File: config.mk
export PLATFORM = sky130hd
export DESIGN_NAME = pipe_ctrl_flat
export DESIGN_NICKNAME = d
export VERILOG_FILES = /design/src/rtl/pipe_ctrl_if.sv /design/src/rtl/pipe_ctrl.sv /design/src/flat_wrapper.sv
export SDC_FILE = /design/constraint.sdc
export NUM_CORES = 1
export LEC_CHECK = 0
export CORE_ASPECT_RATIO = 1.75
export CORE_MARGIN = 4
export CORE_UTILIZATION = 39
export DETAILED_ROUTE_END_ITERATION = 16
export PLACE_DENSITY_LB_ADDON = 0.12
export SLEW_MARGIN = 20
export SYNTH_ARGS = -nofsm -noshare
export SYNTH_HDL_FRONTEND = slang
export SYNTH_SLANG_ARGS = --single-unit
File: constraint.sdc
create_clock -name clk -period 2.3 [get_ports clk]
set_input_delay 0.575 -clock clk [delete_from_list [all_inputs] [get_ports clk]]
set_output_delay 0.575 -clock clk [all_outputs]
set_load 0.01 [all_outputs]
File: src/rtl/pipe_ctrl_if.sv
// Signal bundle between pipe_ctrl and the CPU stage registers.
// master = CPU datapath side, slave = pipe_ctrl.
interface pipe_ctrl_if #(
    parameter int ADDR_W = 30,
    parameter int EXP_W  = 3
);
    logic              if_busy;
    logic              mem_busy;
    logic              ld_hazard;
    logic              br_taken;
    logic [ADDR_W-1:0] br_addr;
    logic              mem_en;
    logic [ADDR_W-1:0] mem_pc;
    logic [EXP_W-1:0]  mem_exp_code;
    logic              mem_eret;
    logic              mem_halt;
    logic              int_req;
    logic              int_en_we;
    logic              int_en_wd;
    logic              if_stall;
    logic              id_stall;
    logic              ex_stall;
    logic              mem_stall;
    logic              if_flush;
    logic              id_flush;
    logic              ex_flush;
    logic              mem_flush;
    logic              pc_load;
    logic [ADDR_W-1:0] new_pc;
    logic [ADDR_W-1:0] epc;
    logic [EXP_W-1:0]  exp_code_q;
    logic              int_en;

    modport master (
        output if_busy, mem_busy, ld_hazard, br_taken, br_addr,
        output mem_en, mem_pc, mem_exp_code, mem_eret, mem_halt,
        output int_req, int_en_we, int_en_wd,
        input  if_stall, id_stall, ex_stall, mem_stall,
        input  if_flush, id_flush, ex_flush, mem_flush,
        input  pc_load, new_pc, epc, exp_code_q, int_en
    );

    modport slave (
        input  if_busy, mem_busy, ld_hazard, br_taken, br_addr,
        input  mem_en, mem_pc, mem_exp_code, mem_eret, mem_halt,
        input  int_req, int_en_we, int_en_wd,
        output if_stall, id_stall, ex_stall, mem_stall,
        output if_flush, id_flush, ex_flush, mem_flush,
        output pc_load, new_pc, epc, exp_code_q, int_en
    );
endinterface

File: src/rtl/pipe_ctrl.sv
// Pipeline control for the IF/ID/EX/MEM core: stall/flush per stage,
// PC redirect on branch/trap/ERET, and EPC / exception code / int enable.
module pipe_ctrl #(
    parameter int                ADDR_W     = 30,
    parameter int                EXP_W      = 3,
    parameter logic [ADDR_W-1:0] EXP_VECTOR = 30'h100,
    parameter logic [EXP_W-1:0]  EXP_INT    = 3'd1
) (
    input logic         clk,
    input logic         reset_,
    pipe_ctrl_if.slave  bus
);

    typedef enum logic [1:0] {
        RUN      = 2'd0,
        REDIRECT = 2'd1,
        HALT     = 2'd2
    } state_e;

    state_e            state_q, state_d;
    logic [ADDR_W-1:0] epc_q, epc_d;
    logic [EXP_W-1:0]  code_q, code_d;
    logic              ie_q, ie_d;
    logic              sie_q, sie_d;
    logic [ADDR_W-1:0] tgt_q, tgt_d;

    // Vectors ordered {if, id, ex, mem}
    logic [3:0]        stall;
    logic [3:0]        flush;
    logic              pcl;
    logic [ADDR_W-1:0] npc;
    logic              busy;
    logic              trap;
    logic              irq;

    assign busy = bus.if_busy | bus.mem_busy;
    assign irq  = bus.int_req & ie_q;
    assign trap = bus.mem_en & ((bus.mem_exp_code != '0) | irq);

    always_ff @(posedge clk) begin
        if (!reset_) begin
            state_q <= RUN;
            epc_q   <= '0;
            code_q  <= '0;
            ie_q    <= 1'b0;
            sie_q   <= 1'b0;
            tgt_q   <= '0;
        end else begin
            state_q <= state_d;
            epc_q   <= epc_d;
            code_q  <= code_d;
            ie_q    <= ie_d;
            sie_q   <= sie_d;
            tgt_q   <= tgt_d;
        end
    end

    always_comb begin
        state_d = state_q;
        epc_d   = epc_q;
        code_d  = code_q;
        ie_d    = ie_q;
        sie_d   = sie_q;
        tgt_d   = tgt_q;
        stall   = 4'b0000;
        flush   = 4'b0000;
        pcl     = 1'b0;
        npc     = '0;
        unique case (state_q)
            RUN: begin
                if (bus.int_en_we) ie_d = bus.int_en_wd;
                if (!busy) begin
                    if (trap) begin
                        flush   = 4'b1111;
                        epc_d   = bus.mem_pc;
                        code_d  = (bus.mem_exp_code != '0) ?
                                  bus.mem_exp_code : EXP_INT;
                        sie_d   = ie_q;
                        ie_d    = 1'b0;
                        tgt_d   = EXP_VECTOR;
                        state_d = REDIRECT;
                    end else if (bus.mem_en & bus.mem_eret) begin
                        flush   = 4'b1111;
                        ie_d    = sie_q;
                        tgt_d   = epc_q;
                        state_d = REDIRECT;
                    end else if (bus.mem_en & bus.mem_halt) begin
                        flush   = 4'b1110;
                        state_d = HALT;
                    end else if (bus.br_taken) begin
                        pcl   = 1'b1;
                        npc   = bus.br_addr;
                        flush = 4'b1000;
                    end else if (bus.ld_hazard) begin
                        stall = 4'b1000;
                        flush = 4'b0100;
                    end
                end
            end
            REDIRECT: begin
                // Flush stays up while IF is stalled so it is not lost
                pcl   = 1'b1;
                npc   = tgt_q;
                flush = 4'b1000;
                if (!bus.if_busy) state_d = RUN;
            end
            HALT: begin
                stall = 4'b1111;
                if (irq) begin
                    epc_d   = bus.mem_pc + ADDR_W'(1);
                    code_d  = EXP_INT;
                    sie_d   = ie_q;
                    ie_d    = 1'b0;
                    tgt_d   = EXP_VECTOR;
                    state_d = REDIRECT;
                end
            end
            default: state_d = RUN;
        endcase
        if (busy) stall = 4'b1111;
    end

    assign bus.if_stall   = stall[3];
    assign bus.id_stall   = stall[2];
    assign bus.ex_stall   = stall[1];
    assign bus.mem_stall  = stall[0];
    assign bus.if_flush   = flush[3];
    assign bus.id_flush   = flush[2];
    assign bus.ex_flush   = flush[1];
    assign bus.mem_flush  = flush[0];
    assign bus.pc_load    = pcl;
    assign bus.new_pc     = npc;
    assign bus.epc        = epc_q;
    assign bus.exp_code_q = code_q;
    assign bus.int_en     = ie_q;

endmodule

File: src/flat_wrapper.sv
// flat-port wrapper written by rule: the top's interface ports become plain ports
module pipe_ctrl_flat 
#(
    parameter int                ADDR_W     = 30,
    parameter int                EXP_W      = 3,
    parameter logic [ADDR_W-1:0] EXP_VECTOR = 30'h100,
    parameter logic [EXP_W-1:0]  EXP_INT    = 3'd1
)
  (clk, reset_, bus_if_busy, bus_mem_busy, bus_ld_hazard, bus_br_taken, bus_br_addr, bus_mem_en, bus_mem_pc, bus_mem_exp_code, bus_mem_eret, bus_mem_halt, bus_int_req, bus_int_en_we, bus_int_en_wd, bus_if_stall, bus_id_stall, bus_ex_stall, bus_mem_stall, bus_if_flush, bus_id_flush, bus_ex_flush, bus_mem_flush, bus_pc_load, bus_new_pc, bus_epc, bus_exp_code_q, bus_int_en);
  pipe_ctrl_if #(.ADDR_W(ADDR_W), .EXP_W(EXP_W)) bus_i ();
  input logic clk;
  input logic reset_;
  input wire logic [$bits(bus_i.if_busy)-1:0] bus_if_busy;
  input wire logic [$bits(bus_i.mem_busy)-1:0] bus_mem_busy;
  input wire logic [$bits(bus_i.ld_hazard)-1:0] bus_ld_hazard;
  input wire logic [$bits(bus_i.br_taken)-1:0] bus_br_taken;
  input wire logic [$bits(bus_i.br_addr)-1:0] bus_br_addr;
  input wire logic [$bits(bus_i.mem_en)-1:0] bus_mem_en;
  input wire logic [$bits(bus_i.mem_pc)-1:0] bus_mem_pc;
  input wire logic [$bits(bus_i.mem_exp_code)-1:0] bus_mem_exp_code;
  input wire logic [$bits(bus_i.mem_eret)-1:0] bus_mem_eret;
  input wire logic [$bits(bus_i.mem_halt)-1:0] bus_mem_halt;
  input wire logic [$bits(bus_i.int_req)-1:0] bus_int_req;
  input wire logic [$bits(bus_i.int_en_we)-1:0] bus_int_en_we;
  input wire logic [$bits(bus_i.int_en_wd)-1:0] bus_int_en_wd;
  output wire logic [$bits(bus_i.if_stall)-1:0] bus_if_stall;
  output wire logic [$bits(bus_i.id_stall)-1:0] bus_id_stall;
  output wire logic [$bits(bus_i.ex_stall)-1:0] bus_ex_stall;
  output wire logic [$bits(bus_i.mem_stall)-1:0] bus_mem_stall;
  output wire logic [$bits(bus_i.if_flush)-1:0] bus_if_flush;
  output wire logic [$bits(bus_i.id_flush)-1:0] bus_id_flush;
  output wire logic [$bits(bus_i.ex_flush)-1:0] bus_ex_flush;
  output wire logic [$bits(bus_i.mem_flush)-1:0] bus_mem_flush;
  output wire logic [$bits(bus_i.pc_load)-1:0] bus_pc_load;
  output wire logic [$bits(bus_i.new_pc)-1:0] bus_new_pc;
  output wire logic [$bits(bus_i.epc)-1:0] bus_epc;
  output wire logic [$bits(bus_i.exp_code_q)-1:0] bus_exp_code_q;
  output wire logic [$bits(bus_i.int_en)-1:0] bus_int_en;
  assign bus_i.if_busy = bus_if_busy;
  assign bus_i.mem_busy = bus_mem_busy;
  assign bus_i.ld_hazard = bus_ld_hazard;
  assign bus_i.br_taken = bus_br_taken;
  assign bus_i.br_addr = bus_br_addr;
  assign bus_i.mem_en = bus_mem_en;
  assign bus_i.mem_pc = bus_mem_pc;
  assign bus_i.mem_exp_code = bus_mem_exp_code;
  assign bus_i.mem_eret = bus_mem_eret;
  assign bus_i.mem_halt = bus_mem_halt;
  assign bus_i.int_req = bus_int_req;
  assign bus_i.int_en_we = bus_int_en_we;
  assign bus_i.int_en_wd = bus_int_en_wd;
  assign bus_if_stall = bus_i.if_stall;
  assign bus_id_stall = bus_i.id_stall;
  assign bus_ex_stall = bus_i.ex_stall;
  assign bus_mem_stall = bus_i.mem_stall;
  assign bus_if_flush = bus_i.if_flush;
  assign bus_id_flush = bus_i.id_flush;
  assign bus_ex_flush = bus_i.ex_flush;
  assign bus_mem_flush = bus_i.mem_flush;
  assign bus_pc_load = bus_i.pc_load;
  assign bus_new_pc = bus_i.new_pc;
  assign bus_epc = bus_i.epc;
  assign bus_exp_code_q = bus_i.exp_code_q;
  assign bus_int_en = bus_i.int_en;
  pipe_ctrl #(.ADDR_W(ADDR_W), .EXP_W(EXP_W), .EXP_VECTOR(EXP_VECTOR), .EXP_INT(EXP_INT)) u_core (.clk(clk), .reset_(reset_), .bus(bus_i));
endmodule
After elaboration in Yosys (flattened, before gate mapping)
Cells that the tools add are included.
- register bits: 67
- add/subtract/negate cells: 1
- eq/ne operators: 8
- muxes and demuxes: 57
- bitwise logic cells: 6
- reductions and logical operators: 7
- operators with widths (kind ; count):
    $mux 30 ; 12
    $pmux 30 s2 ; 3
    $mux 4 ; 11
    $add 30x1->30 const B ; 1
    $pmux 4 s2 ; 2
    $mux 3 ; 5
    $mux 1 ; 13
    $mux 2 ; 6
    $reduce_and 4->1 ; 3
    $pmux 1 s2 ; 3
    $pmux 2 s3 ; 1
    $pmux 3 s2 ; 1
    $and 1x1->1 ; 4
    $ne 2x1->1 const B ; 2
    $ne 2x2->1 const B ; 2
    $ne 4x1->1 const B ; 1
    $ne 3x1->1 const B ; 1
    $reduce_bool 3->1 ; 1
    $eq 2x1->1 const B ; 1
    $eq 2x2->1 const B ; 1
    $logic_not 2->1 ; 1
    $or 1x1->1 ; 2
    $reduce_and 2->1 ; 1
    $reduce_bool 2->1 ; 1

Depth between registers and ports, before layout
- depth in word-level cells: 7
- depth in mapped cells: 8
- gate-level depth less buffers: 6

Least setup slack after synthesis
Ideal clock, no wire load.
- path kind: input port to output port
- start point: in bus_int_req
- end point: out bus_new_pc[0]
- data arrival time: 1850 ps
- required time: 1725 ps
- setup slack: -125 ps
- stages on the path: 7
- buffers on the path: 2
- cell sequence: a2111oi_4 -> nand2b_1 -> o21ai_2 -> and3_1 -> buf_4 -> buf_6 -> a22o_1
- word-level cells in the longest chain between the ends: 6
- RTL lines (element ; RTL line ; RTL):
    start, declared ; flat_wrapper.sv:23 ; input wire logic [$bits(bus_i.int_req)-1:0] bus_int_req;
    $and 1x1->1 ; pipe_ctrl.sv:37 ; assign irq = bus.int_req & ie_q;
    $or 1x1->1 ; pipe_ctrl.sv:38 ; assign trap = bus.mem_en & ((bus.mem_exp_code != '0) | irq);
    $and 1x1->1 ; pipe_ctrl.sv:38 ;
    $mux 30 ; pipe_ctrl.sv:73 ; if (trap) begin
    $mux 30 ; pipe_ctrl.sv:72 ; if (!busy) begin
    $pmux 30 s2 ; pipe_ctrl.sv:69 ; unique case (state_q)
    end, declared ; flat_wrapper.sv:35 ; output wire logic [$bits(bus_i.new_pc)-1:0] bus_new_pc;
No other way between the ends.

Worst setup path in the final report
- start point: reg u_core.ie_q, in the netlist u_core.bus.int_en
- end point: out bus_new_pc[11]
- word-level cells in the longest chain between the ends: 6
- RTL lines (element ; RTL line ; RTL):
    start, declared ; pipe_ctrl.sv:23 ; logic ie_q, ie_d;
    start signal, assigned ; pipe_ctrl.sv:52 ; ie_q <= ie_d;
    $and 1x1->1 ; pipe_ctrl.sv:37 ;
    $or 1x1->1 ; pipe_ctrl.sv:38 ;
    $and 1x1->1 ; pipe_ctrl.sv:38 ;
    $mux 30 ; pipe_ctrl.sv:73 ;
    $mux 30 ; pipe_ctrl.sv:72 ;
    $pmux 30 s2 ; pipe_ctrl.sv:69 ;
No other way between the ends.

==> out/results.txt <==
status: finished with violations
failing checks: negative setup slack
Hold EP: u_core.bus.exp_code_q[1]
CTS Buf Count: 9
floorplan core area: 8610 sq um
Slew HR: 0.762
Main synth FF type: dfxtp_1
Die Span Y: 132 microns
Pwr Density: 538 nW/um^2
top cells by area, synth: dfxtp_1 39%, a22o_1 7.7%, nor2_1 6.4%
EDFF count, synth: 0
Buffers on Ports: 147
post-synthesis cell type count: 46
Reg2Reg Setup Slack: 0.40 ns
CP Capture Type: output pin
DR vias/cell: 5.30
Synth Instances: 408
Core Util, Final: 0.666
Final HPWL DP: 8750 microns
critical path's slowest cell: a2111oi_4
First DRT Iteration DRCs: 155
dominant cell type by area after synthesis: dfxtp_1
Layout Skew: 0.00586 ns
clock slew seen by the registers of the worst setup and hold paths: 0.05 ns
layout cell share with drive strength beyond 1: 0.241
Mapped Area: 3430 sq um
Fmax achieved: 0.377 GHz
count of pins over their slew limit: 0
root buf cell: clkbuf_16
reg2reg end: u_core.tgt_q[4]
CTS sink cnt: 67
DR vias: 3,881
WL final: 12,100 microns
final worst slack: -0.355 ns
period utilization: 1.15
Area Growth Syn to Fin: 67.0%
gpl congestion: 0.867
Remaining DRCs: 0
n_diodes: 0
WL/cell: 16.5 microns
Worst Path Max Fanout: 5
Peak supply drop: 0.499 mV
grt total ovfl: 0
Starting Density: 0.399
worst hold start: u_core.bus.exp_code_q[1]
Seq/Total Area, Yosys: 0.391
leakage: 0.00226 uW
share of the synthesized area in the top cell type: 0.391
overall routing resource usage: 0.233
RSZ-0062 raised after global routing: true
Skew-Pair Late Insertion Delay: 0.33 ns
Critical R2R Launch: u_core.state_q[1]
largest net degree at the start of global routing: 33
max incr delay on CP: 0.43 ns
Final min period: 2.66 ns
WS Path Type: reg2out
TritonRoute pass-1 iters: 5
Post-CTS Hold Buffers: 0
die width: 78.9 microns
die area: 10,400 sq um
initial antenna violation count: 0
ys async rst share: 0
# H-tree levels: 3
CTS tree: built
min-delay worst type: reg2reg
Syn Area/Cell: 8.42 sq um
Final nets: 686
Yosys Warn Count: 0
worst path cell trace: a2111oi_4 -> nand2b_4 -> o21ai_2 -> and3_4 -> buf_8 -> buf_12 -> a22o_1 -> buf_2
syn nets: 484
Worst EP required: 1.73 ns
Ports: 148
Max-Cap Viols: 0
number of global-route vias before repair: 3,967
Clock Path Buffers: 2
Tot Pwr: 3090 uW
Antenna Nets Post-Route: 0
R2R cell count: 7
data arrival time of the worst path: 2.08 ns
flops & latches, synth: 67
first-pass GRT wire length: 19,200 microns
Hold Path Depth: 2
CP startpoint kind: flop
Worst Tran Pin Value: 0.352 ns
# rows: 45
Final setup viols: 33
Fin. Hold Viols: 0
[how the worst max path moves through the flow]
stage                   startpoint              to  slack (ns)
3_3_place_gp   bus_mem_exp_code[0]   bus_new_pc[9]       -1.13
3_5_place_dp   bus_mem_exp_code[0]  bus_new_pc[16]       -1.18
5_1_grt          u_core.bus.int_en  bus_new_pc[11]       -0.43
2_1_floorplan  bus_mem_exp_code[0]   bus_new_pc[0]       -0.12
4_1_cts                bus_int_req  bus_new_pc[13]       -0.35
6_report         u_core.bus.int_en  bus_new_pc[11]       -0.36
[through the flow]
stage          hold WS [ns]  worst slack (ns)  TNS [ns]  instance area [sq um]  instances
6_report              0.457            -0.355    -10.16                   5740        732
5_1_grt               0.486            -0.430    -12.81                   5740        732
4_1_cts               0.460            -0.353     -9.73                   5720        731
3_5_place_dp          0.452             -1.18    -53.26                   5430        706
3_3_place_gp          0.440             -1.13    -49.24                   5430        706
2_1_floorplan         0.432            -0.125     -3.74                   3440        408
[cell usage after synthesis, types with 2 or more instances]
cell      number
a211oi_1      11
a21oi_1       24
a22o_1        30
a22oi_1       29
a311oi_1       2
a31oi_1        2
and2_1         2
and3_1         3
and4_1         5
buf_2         10
buf_4          5
buf_6          4
clkbuf_1      14
dfxtp_1       67
inv_1          9
nand2_1       26
nand2b_1       3
nand3_1       11
nand4_1        6
nor2_1        59
nor2b_1        2
nor3_1         7
nor4_1         7
o21ai_0       20
o21ai_2        2
o31ai_1        2
or3_1          2
xnor2_1       21
xor2_1         6
[cells in the final DEF (no fill, tap or decap), types with 3 or more instances in the layout]
cell type,count
nand3_1,11
a22o_1,30
clkdlybuf4s50_1,99
nor3_1,7
nand2_1,26
xnor2_1,21
buf_2,35
buf_6,7
dfxtp_1,66
a21oi_1,23
and4_1,5
xor2_1,6
dlygate4sd2_1,8
nor2_1,56
nand4_1,6
buf_12,5
inv_1,8
nor4_1,7
a22oi_1,29
buf_4,64
o21ai_0,20
buf_16,3
a211oi_1,10
clkbuf_16,9
clkinv_2,3
[per-layer routing]
metal / share of wire / global-route usage / up-vias
met5: 0 / 0 / -
met4: 0.031 / 0.110 / 0
met3: 0.060 / 0.0499 / 24
met2: 0.56 / 0.441 / 133
met1: 0.35 / 0.236 / 1823
li1: - / - / 1901
[what timing repair did]
item,CTS,global route
hold endpoints to repair,0,0
endpoints found under the setup margin,39,36
setup buffers,7,1
pin swaps,7,4
gates cloned,3,0
gates resized for setup,184,5
[where the power goes]
group	switching (uW)	internal (uW)
clock network	490	835
registers	27.4	1200
logic	231	309
total	748	2340
[sequential cells by signal, summed over array words and instances (netlist names)]
name	cells
u_core.tgt_q	30
u_core.sie_q	1
u_core.bus.epc	30
u_core.state_q	2
u_core.bus.int_en	1
u_core.bus.exp_code_q	3
[logic make-up after synthesis]
logic type / after synthesis / share of synthesized area
simple gates: 141 / 0.201
flops: 67 / 0.391
buf+inv: 42 / 0.0638
xor+xnor: 27 / 0.0689
fa+ha+maj: 1 / 0.00364
compound gates: 129 / 0.269
mux: 1 / 0.00291
[cell type report]
| cell class | instances | area, sq um |
|---|---|---|
| Fill cell | 759 | 2880 |
| Timing Repair Buffer | 224 | 2010 |
| Multi-Input combinational cell | 299 | 1920 |
| Sequential cell | 67 | 1340 |
| Clock buffer | 11 | 233 |
| Tap cell | 117 | 146 |
| Clock inverter | 5 | 53.8 |
| Inverter | 9 | 33.8 |
[critical path, delay by kind of cell (launching register included)]
kind                   cells  cell delay [ns]
AOI/OAI and AO/OA          3             0.69
buffers and inverters      3             0.38
and+or+nand+nor            2             0.34
DFF                        1             0.33
Power figures use the tool's default switching activity.
